**src/rtl/forward_converter_9_8_7_if.sv**
```systemverilog
// Handshake/result bundle for the {9,8,7} residue forward converter.
//   in_data   [8:0]  unsigned operand X
//   in_valid         X present on in_data
//   in_ready         converter accepts X this cycle
//   x1        [3:0]  X mod 9
//   x2        [2:0]  X mod 8
//   x3        [2:0]  X mod 7
//   out_err          X was above the dynamic range (X > 503)
//   out_valid        x1/x2/x3/out_err hold a valid result
//   out_ready        downstream consumes the result this cycle
// The converter itself connects through the slave modport; the producer /
// consumer side uses master.
interface forward_converter_9_8_7_if;
    logic [8:0] in_data;
    logic       in_valid;
    logic       in_ready;
    logic [3:0] x1;
    logic [2:0] x2;
    logic [2:0] x3;
    logic       out_err;
    logic       out_valid;
    logic       out_ready;

    modport master (
        output in_data, in_valid, out_ready,
        input  in_ready, x1, x2, x3, out_err, out_valid
    );

    modport slave (
        input  in_data, in_valid, out_ready,
        output in_ready, x1, x2, x3, out_err, out_valid
    );
endinterface

```
**src/rtl/forward_converter_9_8_7.sv**
```systemverilog
// Binary to residue-number-system forward converter for moduli {9,8,7}
// (dynamic range 504). Two-stage valid/ready pipeline, latency 2, one
// result per cycle when downstream is ready.
//   clk   rising-edge clock
//   rst   asynchronous active-high reset; drops all in-flight operands
//   bus   slave side of forward_converter_9_8_7_if (see interface header)
// X is split as 64*a + 8*b + c. Since 64 = 1 and 8 = 1 (mod 7), X mod 7 is
// (a+b+c) mod 7; since 64 = 1 and 8 = -1 (mod 9), X mod 9 is (a-b+c) mod 9,
// which is biased by +9 so the stage-1 sum never goes negative.
module forward_converter_9_8_7 (
    input  logic                      clk,
    input  logic                      rst,
    forward_converter_9_8_7_if.slave  bus
);

    // Reduce a 0..21 sum modulo 7 by compare-and-subtract.
    function automatic logic [2:0] reduce_mod7(input logic [4:0] s);
        logic [2:0] r;
        if (s >= 5'd21) begin
            r = 3'(s - 5'd21);
        end else if (s >= 5'd14) begin
            r = 3'(s - 5'd14);
        end else if (s >= 5'd7) begin
            r = 3'(s - 5'd7);
        end else begin
            r = 3'(s);
        end
        return r;
    endfunction

    // Reduce a 2..23 sum modulo 9 by compare-and-subtract.
    function automatic logic [3:0] reduce_mod9(input logic [4:0] s);
        logic [3:0] r;
        if (s >= 5'd18) begin
            r = 4'(s - 5'd18);
        end else if (s >= 5'd9) begin
            r = 4'(s - 5'd9);
        end else begin
            r = 4'(s);
        end
        return r;
    endfunction

    logic [2:0] a_s;
    logic [2:0] b_s;
    logic [2:0] c_s;
    logic [4:0] s7_s;
    logic [4:0] s9_s;
    logic       err_s;
    logic       adv1_s;
    logic       adv2_s;

    logic       v1_r;
    logic [4:0] s7_r;
    logic [4:0] s9_r;
    logic [2:0] c_r;
    logic       err_r;

    logic       v2_r;
    logic [3:0] x1_r;
    logic [2:0] x2_r;
    logic [2:0] x3_r;
    logic       out_err_r;

    // Digit split and first-stage partial sums of the incoming operand.
    always_comb begin
        a_s   = bus.in_data[8:6];
        b_s   = bus.in_data[5:3];
        c_s   = bus.in_data[2:0];
        s7_s  = {2'b00, a_s} + {2'b00, b_s} + {2'b00, c_s};
        s9_s  = {2'b00, a_s} + {2'b00, c_s} + 5'd9 - {2'b00, b_s};
        err_s = (bus.in_data > 9'd503);
    end

    // Pipeline advance conditions; in_ready depends only on state and out_ready.
    always_comb begin
        adv2_s = ~v2_r | bus.out_ready;
        adv1_s = ~v1_r | adv2_s;
    end

    // Stage-1 valid bit.
    always_ff @(posedge clk or posedge rst) begin
        if (rst) begin
            v1_r <= 1'b0;
        end else if (adv1_s) begin
            v1_r <= bus.in_valid;
        end else begin
            v1_r <= v1_r;
        end
    end

    // Stage-1 datapath; not reset, only meaningful while v1_r is set.
    always_ff @(posedge clk) begin
        if (adv1_s && bus.in_valid) begin
            s7_r  <= s7_s;
            s9_r  <= s9_s;
            c_r   <= c_s;
            err_r <= err_s;
        end else begin
            s7_r  <= s7_r;
            s9_r  <= s9_r;
            c_r   <= c_r;
            err_r <= err_r;
        end
    end

    // Stage-2 valid bit; it is out_valid.
    always_ff @(posedge clk or posedge rst) begin
        if (rst) begin
            v2_r <= 1'b0;
        end else if (adv2_s) begin
            v2_r <= v1_r;
        end else begin
            v2_r <= v2_r;
        end
    end

    // Stage-2 result registers; loaded only with real data so they hold while stalled.
    always_ff @(posedge clk or posedge rst) begin
        if (rst) begin
            x1_r      <= 4'd0;
            x2_r      <= 3'd0;
            x3_r      <= 3'd0;
            out_err_r <= 1'b0;
        end else if (adv2_s && v1_r) begin
            x1_r      <= reduce_mod9(s9_r);
            x2_r      <= c_r;
            x3_r      <= reduce_mod7(s7_r);
            out_err_r <= err_r;
        end else begin
            x1_r      <= x1_r;
            x2_r      <= x2_r;
            x3_r      <= x3_r;
            out_err_r <= out_err_r;
        end
    end

    assign bus.in_ready  = adv1_s;
    assign bus.out_valid = v2_r;
    assign bus.x1        = x1_r;
    assign bus.x2        = x2_r;
    assign bus.x3        = x3_r;
    assign bus.out_err   = out_err_r;

endmodule

```
**src/flat_wrapper.sv**
```systemverilog
// flat-port wrapper written by rule: the top's interface ports become plain ports
module forward_converter_9_8_7_flat 
  (clk, rst, bus_in_data, bus_in_valid, bus_out_ready, bus_in_ready, bus_x1, bus_x2, bus_x3, bus_out_err, bus_out_valid);
  forward_converter_9_8_7_if bus_i ();
  input  logic clk;
  input  logic rst;
  input wire logic [$bits(bus_i.in_data)-1:0] bus_in_data;
  input wire logic [$bits(bus_i.in_valid)-1:0] bus_in_valid;
  input wire logic [$bits(bus_i.out_ready)-1:0] bus_out_ready;
  output wire logic [$bits(bus_i.in_ready)-1:0] bus_in_ready;
  output wire logic [$bits(bus_i.x1)-1:0] bus_x1;
  output wire logic [$bits(bus_i.x2)-1:0] bus_x2;
  output wire logic [$bits(bus_i.x3)-1:0] bus_x3;
  output wire logic [$bits(bus_i.out_err)-1:0] bus_out_err;
  output wire logic [$bits(bus_i.out_valid)-1:0] bus_out_valid;
  assign bus_i.in_data = bus_in_data;
  assign bus_i.in_valid = bus_in_valid;
  assign bus_i.out_ready = bus_out_ready;
  assign bus_in_ready = bus_i.in_ready;
  assign bus_x1 = bus_i.x1;
  assign bus_x2 = bus_i.x2;
  assign bus_x3 = bus_i.x3;
  assign bus_out_err = bus_i.out_err;
  assign bus_out_valid = bus_i.out_valid;
  forward_converter_9_8_7 u_core (.clk(clk), .rst(rst), .bus(bus_i));
endmodule
```
**config.mk**
```make
export PLATFORM = sky130hd
export DESIGN_NAME = forward_converter_9_8_7_flat
export DESIGN_NICKNAME = d
export VERILOG_FILES = /design/src/rtl/forward_converter_9_8_7_if.sv /design/src/rtl/forward_converter_9_8_7.sv /design/src/flat_wrapper.sv
export SDC_FILE = /design/constraint.sdc
export NUM_CORES = 1
export LEC_CHECK = 0
export CAP_MARGIN = 20
export CORE_MARGIN = 3
export CORE_UTILIZATION = 49
export DETAILED_ROUTE_END_ITERATION = 8
export MAX_ROUTING_LAYER = met4
export PLACE_DENSITY_LB_ADDON = 0.1
export REMOVE_ABC_BUFFERS = 1
export SYNTH_ARGS = -nofsm -noshare
export SYNTH_HDL_FRONTEND = slang
export SYNTH_SLANG_ARGS = --single-unit
```
**constraint.sdc**
```tcl
create_clock -name clk -period 1.8 [get_ports clk]
set_input_delay 0.18 -clock clk [delete_from_list [all_inputs] [get_ports clk]]
set_output_delay 0.18 -clock clk [all_outputs]
set_load 0.02 [all_outputs]
```
==> results of run 1 <==
## cells in the final DEF (no fill, tap or decap), types with 3 or more instances in the layout
cell type and instances:
mux2i_1 4, a21o_1 5, a21oi_1 8, clkdlybuf4s50_1 17
ha_1 17, nand2_1 8, o21ai_0 6, o21ai_1 3
buf_4 23, nor2_1 8, inv_2 5, nand2b_1 3
dfrtp_1 13, xnor2_1 3, ha_4 5, xor2_1 3
fa_2 3, dlygate4sd2_1 4, ha_2 4, clkbuf_4 3
inv_1 11, edfxtp_1 14, mux2_2 5, a31oi_1 3
## critical path, delay by kind of cell (launching register included)
kind	cells	cell delay (ps)
flops	1	520
simple gates	2	430
compound gates	3	540
fa+ha+maj	1	250
## registers in the layout (all words and copies together) (netlist names)
name	count
u_core.s7_r	5
u_core.s9_r	5
u_core.bus.x1	4
u_core.bus.x2	3
u_core.bus.x3	3
u_core.c_r	3
u_core.bus.out_err	1
u_core.bus.out_valid	1
u_core.err_r	1
u_core.v1_r	1
## layout make-up
class	instances	area (µm²)	share of cell area
Clock buffer	4	26.28	0.01106
Inverter	16	60.06	0.02528
Multi-Input combinational cell	112	1072	0.4513
Sequential cell	27	745.7	0.3138
Tap cell	46	57.56	0.02422
Timing Repair Buffer	48	414.1	0.1743
## metal layers
metal | GRT usage | routed length (µm) | vias to the layer above
met5 | - | 0 | -
met4 | 0.05584 | 55 | 0
met3 | 0.02041 | 104 | 6
met2 | 0.3209 | 1805 | 32
met1 | 0.1993 | 1519 | 614
li1 | - | - | 654
## what timing repair did
item | CTS | global route
endpoints found under the setup margin | 11 | 10
pin swaps | 13 | 9
gates resized for setup | 35 | 12
gates cloned | 0 | 0
buffers inserted | 1 | 1
## stage by stage
stage	utilization	hold slack [ps]	cells
global route	0.6956	126.5	253
CTS	0.6799	146.9	252
finish	0.6956	152.2	253
detailed placement	0.6564	467.7	247
global placement	0.6564	461.2	247
floorplan	-	56.96	155
## final timing paths
check / endpoint / slack, ps / cells past startpoint
min in group asynchronous: u_core.bus.x2[2]$_DFFE_PP0P_ / 180 / 2
max reg2reg: u_core.bus.x3[1]$_DFFE_PP0P_ / -50 / 6
min reg2reg: u_core.bus.x1[0]$_DFFE_PP0P_ / 490 / 2
max: u_core.bus.x3[1]$_DFFE_PP0P_ / -50 / 6
max in group asynchronous: u_core.bus.x2[0]$_DFFE_PP0P_ / 1290 / 2
min: u_core.c_r[0]$_DFFE_PP_ / 150 / 2
## where the power goes
part | leakage, nW | internal (mW) | switching, mW
Clock | 0.0150 | 0.0862 | 0.157
Sequential | 0.289 | 0.786 | 0.0859
Combinational | 0.767 | 0.472 | 0.448
Total | 1.07 | 1.34 | 0.691
## logic make-up (layout without fill, tap and decap cells)
| family | count (synthesis) | count (layout) |
|---|---|---|
| AO/OA/AOI/OAI | 36 | 36 |
| adder cells (fa/ha/maj) | 30 | 30 |
| AND/OR/NAND/NOR | 29 | 29 |
| flip-flops | 27 | 27 |
| buffers and inverters | 18 | 68 |
| multiplexers | 9 | 9 |
| XOR/XNOR | 8 | 8 |
==> results_dict.tcl, run 1 <==
set metrics [dict create \
    path_common_cell "a31oi_1" \
    syn_inst 157 \
    gr-total-overflow 0 \
    hp-class "input port to flip-flop" \
    synth_top_family_by_area "adder cells" \
    firstDrtPassIters 4 \
    synthDistinctLibCells 33 \
    cts.clk_slew.worst_paths_ps 130 \
    cts_root_buffer "clkbuf_4" \
    portBuffers 25 \
    grt_pass1_vias 1361 \
    clk_path_buf_depth 2 \
    status "finished with violations" \
    drive_above_1_share 0.2947 \
    fp.dieW_um 66.34 \
    peakVddDrop_v 0.0003365 \
    seq_area_frac_synth 0.4180 \
    power_mw 2.035 \
    via_per_inst 5.162 \
    stdcell_area_um2 2376 \
    hold_violations 0 \
    grt_max_degree 15 \
    synthArstFlopShare 0.4815 \
    final.setup.tns_ps -62.63 \
    route.detailed.drc 0 \
    setup_viol 3 \
    syn_to_final_growth_pct 33.17 \
    crit_chain "ha_2, a211oi_2, nor2_1, or3_1, a31oi_1, a31oi_1" \
    ys_top_cells_by_count "ha_1, inv_1, edfxtp_1, dfrtp_1, a21oi_1" \
    synth_compound_area_frac 0.1410 \
    dp_hpwl_mm 2.760 \
    placedInstanceArea_um2 2242 \
    antenna_left 0 \
    worstHoldStart "bus_in_data[0]" \
    synth-seq-cells 27 \
    start_util 0.5223 \
    drt_iter0_drc 58 \
    drt_wl_total_mm 3.485 \
    rsz0062_at_grt "yes" \
    gpl.final_weighted_congestion 0.9227 \
    slowest_stage "edfxtp_1" \
    synthMostInstantiatedCell "ha_1" \
    antenna_found_initial 0 \
    rows 21 \
    path_max_fanout 5 \
    skew_ps 4.327 \
    grt_first_pass_wirelength_mm 5.789 \
    vias 1306 \
    synthMuxAreaShare 0.05400 \
    ys.warnings.count 0 \
    clkLatencyLatePin_ps 300 \
    powerDensity_nw_per_um2 856.4 \
    cts_sinks 27 \
    fmaxAchievable_mhz 541.9 \
    crit_arrival_ps 2040 \
    synthTopCellsByArea "edfxtp_1, dfrtp_1, ha_1" \
    dieArea_um2 4401 \
    synth-simple-area-share 0.08275 \
    avgSynthCellArea_um2 11.36 \
    fillers 258 \
    cts_tree "yes" \
    cts_buffers 3 \
    synth-edff-count 14 \
    setup_slack_ps -45.33 \
    synth_ff_type "edfxtp_1" \
    failed_checks "setup timing" \
    wl_per_cell_um 13.77 \
    path_class "flip-flop to flip-flop" \
    period_share 1.025 \
    critPathLaunch "u_core.s7_r[1]$_DFFE_PP_" \
    synth_top_cell_area_share 0.2356 \
    fin_crit_ps 1845 \
    syn_area_um2 1784 \
    final-max-slew-violation-count 0 \
    diodes 0 \
    ctsHtreeMaxLevel 1 \
    synth_top_area_cell "edfxtp_1" \
    synth_xor_area_frac 0.03927 \
    tightestPinTransition_ps 491.3 \
    die_h_um 66.34 \
    maxSlewHeadroom 0.6721 \
    start_kind "flip-flop" \
    num_io_pins 26 \
    required_ps 1990 \
    core_um2 3416 \
    synth_adder_area_share 0.2272 \
    crit_path_end_kind "flip-flop" \
    reg2reg_from "u_core.s7_r[1]$_DFFE_PP_" \
    pre_cts_ws_ps -872.6 \
    gr-usage-all-layers 0.1759 \
    leakage_nw 1.071 \
    critPathMaxStageDelay_ps 520 \
    maxCapViolCount 0 \
    ctsHoldBuffers 0 \
    final_nets 251 \
]
Power figures use the tool's default switching activity.
==> run 2, diff against run 1 <==
--- a/config.mk
+++ b/config.mk
@@ -9,6 +9,7 @@
 export CORE_MARGIN = 3
 export CORE_UTILIZATION = 49
 export DETAILED_ROUTE_END_ITERATION = 8
+export GPL_TIMING_DRIVEN = 0
 export MAX_ROUTING_LAYER = met4
 export PLACE_DENSITY_LB_ADDON = 0.1
 export REMOVE_ABC_BUFFERS = 1
==> run 2 against run 1 <==
The run still ends with setup timing left; routed wire length up 1.1%; non-clock buffer count fell by 11; setup slack better by 13 ps; register-to-register slack hardly changed; worst hold slack lost 100 ps; critical endpoint unchanged; highest routed layer unchanged.
==> results_dict.tcl, run 2 (synthesis results as in run 1) <==
set metrics [dict create \
    dp_hpwl_mm 2.541 \
    grt_max_degree 16 \
    portBuffers 25 \
    critPathLaunch "u_core.s7_r[2]$_DFFE_PP_" \
    hp-class "input port to flip-flop" \
    failed_checks "setup timing" \
    firstDrtPassIters 4 \
    combPwrFrac 0.453 \
    rr_worst_depth 7 \
    gr-total-overflow 0 \
    cts_buffers 3 \
    pwr-share-clk 0.121 \
    post-route-util 0.6784 \
    via_per_inst 5.269 \
    sw_frac_of_total 0.3468 \
    drt_iter0_drc 132 \
    regToRegEndpoint "u_core.bus.x3[1]$_DFFE_PP0P_" \
    clkLatencyLatePin_ps 310 \
    num_io_pins 26 \
    holdPathStages 1 \
    placedInstanceArea_um2 2085 \
    crit_arrival_ps 2030 \
    cts.clk_slew.worst_paths_ps 130 \
    gpl.final_weighted_congestion 0.9368 \
    antenna_left 0 \
    switchingPower_mw 0.7156 \
    fp.dieW_um 66.34 \
    start_util 0.5223 \
    final.setup.tns_ps -49.88 \
    peakVddDrop_v 0.0003673 \
    reg2reg_slack_ps -30 \
    hold_violations 0 \
    status "finished with violations" \
    power_frac_seq 0.426 \
    fin_crit_ps 1833 \
    wl_per_cell_um 14.56 \
    maxSlewHeadroom 0.6139 \
    rows 21 \
    clk_path_buf_depth 2 \
    path_class "flip-flop to flip-flop" \
    gr-usage-all-layers 0.1724 \
    critPathCapture "u_core.bus.x3[1]$_DFFE_PP0P_" \
    core_um2 3416 \
    drt_wl_total_mm 3.523 \
    drive_above_1_share 0.2449 \
    setup_viol 2 \
    stdcell_area_um2 2317 \
    stdcell_count 242 \
    ctsHtreeMaxLevel 1 \
    period_share 1.018 \
    fmaxAchievable_mhz 545.6 \
    antenna_found_initial 0 \
    cts_root_buffer "clkbuf_4" \
    cts_tree "yes" \
    diodes 0 \
    path_max_fanout 3 \
    tightestPinTransition_ps 579.2 \
    leakage_nw 1.027 \
    power_mw 2.064 \
    maxCapViolCount 0 \
    cts_sinks 27 \
    ctsHoldBuffers 0 \
    final_nets 240 \
    final-max-slew-violation-count 0 \
    grt_pass1_vias 1332 \
    intPower_mw 1.348 \
    rsz0062_at_grt "yes" \
    required_ps 2000 \
    setup_slack_ps -32.73 \
    powerDensity_nw_per_um2 890.6 \
    route.detailed.drc 0 \
    dieArea_um2 4401 \
    syn_to_final_growth_pct 29.87 \
    dp_cells 226 \
    die_h_um 66.34 \
    vias 1275 \
    start_kind "flip-flop" \
    skew_ps 1.118 \
    layout_common_cells "ha_1, clkdlybuf4s50_1, edfxtp_1" \
    reg2reg_from "u_core.s7_r[2]$_DFFE_PP_" \
    crit_path_end_kind "flip-flop" \
    grt_first_pass_wirelength_mm 5.802 \
]
-- run 2: worst max-delay path, stage by stage, from the launching register on --
cell and delay (ps):
edfxtp_1 460, buf_6 150, buf_4 140, a211oi_4 310, nor2_4 50, or3_1 340
a31oi_1 160, a31oi_1 100
-- run 2: power groups by stage --
| stage | registers (mW) | logic [mW] | clock network [mW] |
|---|---|---|---|
| after floorplan | 0.967 | 0.414 | 0 |
| after global placement | 0.892 | 0.741 | 0 |
| after detailed placement | 0.902 | 0.770 | 0 |
| after CTS | 0.876 | 0.850 | 0.253 |
| after global routing | 0.890 | 1.04 | 0.276 |
| final | 0.878 | 0.935 | 0.250 |
-- run 2: metrics by stage --
stage / setup WS, ps / hold slack (ps)
6_report: -32.73 / 52.41
3_5_place_dp: -954.8 / 476.1
5_1_grt: -119.1 / 34.59
3_3_place_gp: -902.1 / 461.0
4_1_cts: -13.30 / 50.22
2_1_floorplan: -321.5 / 56.96
-- run 2: worst min-delay path by stage --
| stage | start | end | slack, ps |
|---|---|---|---|
| finish | bus_in_data[0] | u_core.c_r[0]$_DFFE_PP_ | 50 |
| global route | bus_in_data[0] | u_core.c_r[0]$_DFFE_PP_ | 30 |
| CTS | bus_in_data[0] | u_core.c_r[0]$_DFFE_PP_ | 50 |
| detailed placement | u_core.bus.x1[0]$_DFFE_PP0P_ | u_core.bus.x1[0]$_DFFE_PP0P_ | 480 |
| global placement | u_core.bus.x1[0]$_DFFE_PP0P_ | u_core.bus.x1[0]$_DFFE_PP0P_ | 460 |
| floorplan | rst | u_core.bus.out_err$_DFFE_PP0P_ | 60 |
-- run 2: layer usage --
metal	GRT usage	share of wire	vias up
li1	-	-	634
met4	0.04822	0.012	0
met1	0.1946	0.42	609
met2	0.3172	0.53	28
met3	0.02211	0.041	4
met5	-	0	-
-- run 2: cell type report --
cell class,instances,area (µm²)
Multi-Input combinational cell,112,1082
Fill cell,269,1099
Clock buffer,4,26.28
Inverter,16,60.06
Timing Repair Buffer,37,345.3
Sequential cell,27,745.7
Tap cell,46,57.56
-- run 2: timing repair --
item	in CTS	in global routing
pin swaps	12	10
endpoints found under the hold margin	0	0
endpoints found under the setup margin	10	10
buffers inserted	7	5
gates resized for setup	40	13
==> run 3, diff against run 2 <==
--- a/config.mk
+++ b/config.mk
@@ -13,6 +13,7 @@
 export MAX_ROUTING_LAYER = met4
 export PLACE_DENSITY_LB_ADDON = 0.1
 export REMOVE_ABC_BUFFERS = 1
+export SLEW_MARGIN = 25
 export SYNTH_ARGS = -nofsm -noshare
 export SYNTH_HDL_FRONTEND = slang
 export SYNTH_SLANG_ARGS = --single-unit
==> results of run 3 <==
The final DEF is identical to that of run 2; final timing and power are the same.
